==> config.mk <==
export PLATFORM = sky130hd
export DESIGN_NAME = mem_port_arbiter_flat
export DESIGN_NICKNAME = d
export VERILOG_FILES = /design/src/rtl/mem_port_arbiter_if.sv /design/src/rtl/mem_port_arbiter.sv /design/src/flat_wrapper.sv
export SDC_FILE = /design/constraint.sdc
export NUM_CORES = 1
export LEC_CHECK = 0
export ABC_AREA = 1
export CORE_AREA = 2 2 104 106
export CTS_CLUSTER_SIZE = 16
export DETAILED_ROUTE_END_ITERATION = 16
export DIE_AREA = 0 0 106 108
export PLACE_DENSITY_LB_ADDON = 0.2
export SLEW_MARGIN = 20
export SYNTH_ARGS = -nofsm -noshare
export SYNTH_HDL_FRONTEND = slang
export SYNTH_SLANG_ARGS = --single-unit
==> constraint.sdc <==
create_clock -name clk -period 3.1 [get_ports clk]
set_input_delay 0.62 -clock clk [delete_from_list [all_inputs] [get_ports clk]]
set_output_delay 0.62 -clock clk [all_outputs]
set_load 0.01 [all_outputs]
==> src/rtl/mem_port_arbiter_if.sv <==
// mem_port_arbiter_if: fetch requester, data requester and memory-port signals
// shared between the arbiter (slave) and whoever drives the requests (master).
interface mem_port_arbiter_if #(
    parameter int AWIDTH = 32,
    parameter int DWIDTH = 32
);
    logic              if_req;
    logic [AWIDTH-1:0] if_addr;
    logic              if_gnt;
    logic              if_valid;
    logic [DWIDTH-1:0] if_rdata;
    logic              dm_req;
    logic              dm_we;
    logic [1:0]        dm_byte;
    logic [AWIDTH-1:0] dm_addr;
    logic [DWIDTH-1:0] dm_wdata;
    logic              dm_gnt;
    logic              dm_valid;
    logic [DWIDTH-1:0] dm_rdata;
    logic              mem_wr;
    logic [1:0]        mem_byte;
    logic [AWIDTH-1:0] mem_addr;
    logic [DWIDTH-1:0] mem_wdata;
    logic [DWIDTH-1:0] mem_rdata;
    logic              stall_if;
    logic              stall_dm;

    modport slave (
        input  if_req, if_addr, dm_req, dm_we, dm_byte, dm_addr, dm_wdata, mem_rdata,
        output if_gnt, if_valid, if_rdata, dm_gnt, dm_valid, dm_rdata,
               mem_wr, mem_byte, mem_addr, mem_wdata, stall_if, stall_dm
    );

    modport master (
        output if_req, if_addr, dm_req, dm_we, dm_byte, dm_addr, dm_wdata, mem_rdata,
        input  if_gnt, if_valid, if_rdata, dm_gnt, dm_valid, dm_rdata,
               mem_wr, mem_byte, mem_addr, mem_wdata, stall_if, stall_dm
    );
endinterface

==> src/rtl/mem_port_arbiter.sv <==
// mem_port_arbiter: shares one synchronous-read memory port between fetch and data,
// data first, with a bounded data run so a pending fetch is never starved.
module mem_port_arbiter #(
    parameter int AWIDTH       = 32,
    parameter int DWIDTH       = 32,
    parameter int MAX_DATA_RUN = 4
) (
    input logic               clk,
    input logic               rst,
    mem_port_arbiter_if.slave bus
);
    typedef enum logic [1:0] {OWN_NONE, OWN_IF, OWN_DM} own_e;

    localparam logic [3:0] MAX_RUN = 4'(MAX_DATA_RUN);

    own_e       state_q, state_d;
    logic [3:0] run_cnt_q, run_cnt_d;
    logic       if_gnt, dm_gnt;

    always_comb begin
        dm_gnt    = bus.dm_req & ~(bus.if_req & (run_cnt_q == MAX_RUN));
        if_gnt    = bus.if_req & ~dm_gnt;
        run_cnt_d = (if_gnt | ~bus.if_req) ? 4'd0 :
                    (run_cnt_q == MAX_RUN) ? run_cnt_q : run_cnt_q + 4'd1;
        state_d   = if_gnt ? OWN_IF : dm_gnt ? OWN_DM : OWN_NONE;
    end

    always_ff @(posedge clk or posedge rst) begin
        if (rst) begin
            state_q   <= OWN_NONE;
            run_cnt_q <= 4'd0;
        end else begin
            state_q   <= state_d;
            run_cnt_q <= run_cnt_d;
        end
    end

    assign bus.if_gnt    = if_gnt;
    assign bus.dm_gnt    = dm_gnt;
    assign bus.stall_if  = bus.if_req & ~if_gnt;
    assign bus.stall_dm  = bus.dm_req & ~dm_gnt;
    // Idle cycles still present the fetch address so the port never floats.
    assign bus.mem_wr    = dm_gnt & bus.dm_we & ~rst;
    assign bus.mem_byte  = dm_gnt ? bus.dm_byte : 2'b00;
    assign bus.mem_addr  = AWIDTH'(dm_gnt ? bus.dm_addr : bus.if_addr);
    assign bus.mem_wdata = DWIDTH'(bus.dm_wdata);
    // Gating with rst drops a return whose grant landed on the edge reset arrived.
    assign bus.if_valid  = (state_q == OWN_IF) & ~rst;
    assign bus.dm_valid  = (state_q == OWN_DM) & ~rst;
    assign bus.if_rdata  = DWIDTH'(bus.mem_rdata);
    assign bus.dm_rdata  = DWIDTH'(bus.mem_rdata);
endmodule

==> src/flat_wrapper.sv <==
// flat-port wrapper written by rule: the top's interface ports become plain ports
module mem_port_arbiter_flat 
#(
    parameter int AWIDTH       = 32,
    parameter int DWIDTH       = 32,
    parameter int MAX_DATA_RUN = 4
)
  (clk, rst, bus_if_req, bus_if_addr, bus_dm_req, bus_dm_we, bus_dm_byte, bus_dm_addr, bus_dm_wdata, bus_mem_rdata, bus_if_gnt, bus_if_valid, bus_if_rdata, bus_dm_gnt, bus_dm_valid, bus_dm_rdata, bus_mem_wr, bus_mem_byte, bus_mem_addr, bus_mem_wdata, bus_stall_if, bus_stall_dm);
  mem_port_arbiter_if #(.AWIDTH(AWIDTH), .DWIDTH(DWIDTH)) bus_i ();
  input logic clk;
  input logic rst;
  input wire logic [$bits(bus_i.if_req)-1:0] bus_if_req;
  input wire logic [$bits(bus_i.if_addr)-1:0] bus_if_addr;
  input wire logic [$bits(bus_i.dm_req)-1:0] bus_dm_req;
  input wire logic [$bits(bus_i.dm_we)-1:0] bus_dm_we;
  input wire logic [$bits(bus_i.dm_byte)-1:0] bus_dm_byte;
  input wire logic [$bits(bus_i.dm_addr)-1:0] bus_dm_addr;
  input wire logic [$bits(bus_i.dm_wdata)-1:0] bus_dm_wdata;
  input wire logic [$bits(bus_i.mem_rdata)-1:0] bus_mem_rdata;
  output wire logic [$bits(bus_i.if_gnt)-1:0] bus_if_gnt;
  output wire logic [$bits(bus_i.if_valid)-1:0] bus_if_valid;
  output wire logic [$bits(bus_i.if_rdata)-1:0] bus_if_rdata;
  output wire logic [$bits(bus_i.dm_gnt)-1:0] bus_dm_gnt;
  output wire logic [$bits(bus_i.dm_valid)-1:0] bus_dm_valid;
  output wire logic [$bits(bus_i.dm_rdata)-1:0] bus_dm_rdata;
  output wire logic [$bits(bus_i.mem_wr)-1:0] bus_mem_wr;
  output wire logic [$bits(bus_i.mem_byte)-1:0] bus_mem_byte;
  output wire logic [$bits(bus_i.mem_addr)-1:0] bus_mem_addr;
  output wire logic [$bits(bus_i.mem_wdata)-1:0] bus_mem_wdata;
  output wire logic [$bits(bus_i.stall_if)-1:0] bus_stall_if;
  output wire logic [$bits(bus_i.stall_dm)-1:0] bus_stall_dm;
  assign bus_i.if_req = bus_if_req;
  assign bus_i.if_addr = bus_if_addr;
  assign bus_i.dm_req = bus_dm_req;
  assign bus_i.dm_we = bus_dm_we;
  assign bus_i.dm_byte = bus_dm_byte;
  assign bus_i.dm_addr = bus_dm_addr;
  assign bus_i.dm_wdata = bus_dm_wdata;
  assign bus_i.mem_rdata = bus_mem_rdata;
  assign bus_if_gnt = bus_i.if_gnt;
  assign bus_if_valid = bus_i.if_valid;
  assign bus_if_rdata = bus_i.if_rdata;
  assign bus_dm_gnt = bus_i.dm_gnt;
  assign bus_dm_valid = bus_i.dm_valid;
  assign bus_dm_rdata = bus_i.dm_rdata;
  assign bus_mem_wr = bus_i.mem_wr;
  assign bus_mem_byte = bus_i.mem_byte;
  assign bus_mem_addr = bus_i.mem_addr;
  assign bus_mem_wdata = bus_i.mem_wdata;
  assign bus_stall_if = bus_i.stall_if;
  assign bus_stall_dm = bus_i.stall_dm;
  mem_port_arbiter #(.AWIDTH(AWIDTH), .DWIDTH(DWIDTH), .MAX_DATA_RUN(MAX_DATA_RUN)) u_core (.clk(clk), .rst(rst), .bus(bus_i));
endmodule
======== Word-level counts from Yosys, hierarchy flattened ========
Cells that the tools add are included.
storage, ports and cells
  register bits ........................... 6
  output and inout port bits .............. 137
  word-level logic and storage cells ...... 28
operators by class
  add/sub/neg operators ................... 1
  eq/ne operators ......................... 4
  multiplexer cells ....................... 6
  bitwise gates (word level) .............. 15
operators with widths
  cell                                                              number
  32-bit two-way mux                                                1
  1-bit bitwise AND                                                 9
  4-bit two-way mux                                                 2
  2-bit two-way mux                                                 3
  1-bit NOT                                                         5
  4-bit by 1-bit adder with 4-bit output (second input constant)    1
  4-bit by 3-bit == test with 1-bit output (second input constant)  1
  2-bit by 1-bit == test with 1-bit output (second input constant)  1
  2-bit == test (second input constant)                             1
  2-bit inequality test (second input constant)                     1
  1-bit bitwise OR                                                  1

======== Depth between registers and ports, before layout ========
  depth after elaboration ................. 8
  gate-level depth with buffers ........... 9
  depth with buffers taken out ............ 8

======== Worst setup path after synthesis ========
Ideal clock, no wire load.
  path type ............................... input -> output
  from .................................... input port bus_dm_req
  to ...................................... output port bus_stall_dm
  data arrival time ....................... 1.289 ns
  required time ........................... 2.480 ns
  slack ................................... 1.191 ns
  cell stages on the path ................. 4
  path buffers ............................ 2
  cell sequence ........................... buf_4 clkbuf_1 inv_1 nor2_1
on the way
  longest elaborated chain between the ends .. 3
RTL lines
  item                 line                    source
  from (decl)          flat_wrapper.sv:14      input wire logic [$bits(bus_i.dm_req)-1:0] bus_dm_req;
  1-bit bitwise AND    mem_port_arbiter.sv:21  dm_gnt = bus.dm_req & ~(bus.if_req & (run_cnt_q == MAX_RUN));
  1-bit NOT            mem_port_arbiter.sv:41  assign bus.stall_dm = bus.dm_req & ~dm_gnt;
  1-bit bitwise AND *  mem_port_arbiter.sv:41
  to (decl)            flat_wrapper.sv:31      output wire logic [$bits(bus_i.stall_dm)-1:0] bus_stall_dm;
Mark *: on every way between the ends. The rest lies on a longest branch, timed or not.

======== Worst setup path after layout ========
  from .................................... input port bus_if_req
  to ...................................... output port bus_mem_addr[20]
on the way
  longest elaborated chain between the ends .. 4
RTL lines
  item                line                    source
  from (decl)         flat_wrapper.sv:12      input wire logic [$bits(bus_i.if_req)-1:0] bus_if_req;
  1-bit bitwise AND   mem_port_arbiter.sv:21
  1-bit NOT           mem_port_arbiter.sv:21
  1-bit bitwise AND   mem_port_arbiter.sv:21
  32-bit two-way mux  mem_port_arbiter.sv:45  assign bus.mem_addr = AWIDTH'(dm_gnt ? bus.dm_addr : bus.if_addr);
  to (decl)           flat_wrapper.sv:28      output wire logic [$bits(bus_i.mem_addr)-1:0] bus_mem_addr;
No other way between the ends.

==> qor.txt <==
Largest net degree at the start of global routing = 37
Clock-pin slew on the worst setup and hold paths = 0.03 ns
Worst-path maximum fanout = 18
CTS Buf Count = 3
Clock share of power = 0.256
Tcrit/Tclk final = 0.953
Share of cells above drive strength 1 = 0.0532
Worst slew pin tran = 0.272 ns
DRT antenna net count = 0
Register area share after synthesis = 0.0973
Fin. max-slew vios = 0
GR Overflow Total = 0
Sw frac = 0.278
Die Wd = 106 um
Setup tns final = 0 ns
Clock latency on the worst-skew pair = 0.22 ns
H-tree levels = 1
Initial antenna violation count = 0
Post-synth top flop = dfrtp_1
NetSw = 126 uW
GRT Total Usage = 0.0745
Comb power frac = 0.560
Gpl congestion = 0.721
Status = finished, final reports clean
Final hold vios = 0
Synth Warn # = 0
Mapped cell area = 1540 um2
Chip Height = 108 um
Critical Path AT = 2.33 ns
Wire per inst = 12.3 um
Synth top area share = 0.472
Diodes inserted = 0
VDD IR max = 0.116 mV
CTS Root Cell = clkbuf_8
Hold Path Class = reg2reg
Crit Path Class = in2out
Sequential power share = 0.184
Cell area power density = 211 nW/um2
Via count = 1437
Max-cap violations = 0
Synth Instances = 248
Ys async rst share = 1.00
CTS tree = built
Fmax = 339 MHz
Vias in the first global route = 1366
Avg Cell Area, Syn = 6.22 um2
Final net count = 402
Post-Layout Cell Count = 399
Startpoint Class = input port
Core area = 10200 um2
Crit end category = output pin
Clk sinks = 6
Synth Net Count = 385
RSZ-0062 raised after global routing = false
Area Overhead vs Synth = 38.9%
Drc violations = 0
P_int = 327 uW
Placed insts = 395
Largest area contributor in the netlist = buf_4
First drt pass iteration count = 4
Cts hold-fix bufs = 0
Vias per cell = 3.60
Clk buf depth = 2
Most common cell in the synthesized netlist = buf_4
Die Area = 11400 um2
WP data required = 2.48 ns
Port buffer count = 111
Post-DP HPWL = 3720 um
Top post-synthesis cells by count = buf_4, nand2_1, nand3_1
Worst slew margin = 0.819
Top post-synthesis cells by area = buf_4, nand2_1, nand3_1, dfrtp_1, inv_1
Min Clock Period, post-route = 2.95 ns
DR iter-0 viols = 49
Setup violations, final = 0
Ports = 272
Count of different cell masters after synthesis = 17
Clock Skew = 0.00235 ns
Initial Util = 0.151
Post-synthesis register bit count = 6
Post-synth EDFFs = 0
Post-Route WL = 4930 um
Site Rows = 37
Lkg Pwr = 0.991 nW
First-pass GRT wire length = 6760 um
==> sequential cells by signal (all words and copies together) (netlist names) <==
name	flops
u_core.run_cnt_q	4
u_core.state_q	2
==> per-stage QoR <==
stage	setup slack, ns	instance area, um2	total power, mW	hold WS (ns)	utilization
floorplan	1.19	1540	0.294	0.419	-
global placement	0.0376	2080	0.338	0.514	0.203
detailed placement	0.0229	2080	0.337	0.515	0.203
CTS	0.0179	2120	0.459	0.519	0.207
global route	0.000320	2140	0.487	0.538	0.209
finish	0.146	2140	0.452	0.515	0.209
==> worst max-delay path, stage by stage <==
cell	delay, ns
clkdlybuf4s50_1	0.48
inv_1	0.06
nor2_1	0.16
nand2_4	0.14
nand2_8	0.18
nand2_1	0.07
nand2_1	0.06
clkdlybuf4s50_1	0.53
==> what timing repair did <==
| item | 4_1_cts | 5_1_grt |
|---|---|---|
| gates resized for setup | 0 | 3 |
| setup endpoints to repair | 0 | 11 |
| buffers inserted | 0 | 0 |
==> cell type report <==
class / instances / area [um2]
well taps: 136 / 170
flip-flops and latches: 6 / 150
inverters: 14 / 52.6
multi-input cells: 123 / 572
fillers: 1159 / 8090
repair buffers: 117 / 1160
clock buffers: 3 / 41.3
==> layout by cell type, fill, tap and decap left out <==
cell type	synthesis	final
nor3_1	1	1
nand3_1	35	35
nand4_1	1	1
buf_4	97	5
inv_1	13	13
clkdlybuf4s50_1	0	109
inv_2	1	1
nand2_8	1	2
nand2_1	69	69
nand2_4	1	1
buf_2	3	1
clkbuf_8	0	3
dlymetal6s2s_1	0	1
nor2_1	11	11
buf_6	3	1
ha_1	2	2
dfrtp_1	6	6
xnor2_1	1	1
==> cell families (layout without fill, tap and decap cells) <==
kind of cell	count (synthesis)	count (layout)	share of synthesized area
buf+inv	120	134	0.545
simple gates	119	120	0.336
flops	6	6	0.0973
fa+ha+maj	2	2	0.0162
xor+xnor	1	1	0.00568
==> per-layer routing <==
layer,routed length [um],part of all wire,vias to the layer above,track usage
met5,0,0,-,0
met4,307,0.062,0,0.0592
met3,559,0.11,47,0.0350
met2,2270,0.46,96,0.126
met1,1790,0.36,597,0.0699
li1,-,-,697,-
==> worst paths after layout <==
| check | startpoint | end | slack, ns | cells past startpoint |
|---|---|---|---|---|
| max | bus_if_req | bus_mem_addr[20] | 0.15 | 8 |
| min | u_core.run_cnt_q[0] | u_core.run_cnt_q[0] | 0.52 | 1 |
| max reg2reg | u_core.run_cnt_q[0] | u_core.state_q[1] | 1.75 | 8 |
| min reg2reg | u_core.run_cnt_q[0] | u_core.run_cnt_q[0] | 0.52 | 1 |
| max in group asynchronous | rst | u_core.run_cnt_q[1] | 2.23 | 3 |
| min in group asynchronous | rst | u_core.state_q[1] | 0.76 | 3 |
==> power by group through the flow <==
stage	Combinational (mW)	Sequential (mW)	Clock [mW]
after detailed placement	0.253	0.0842	0
after global routing	0.276	0.0835	0.127
after CTS	0.254	0.0833	0.121
after floorplan	0.210	0.0838	0
final	0.253	0.0833	0.116
after global placement	0.254	0.0843	0
Power figures use the tool's default switching activity.
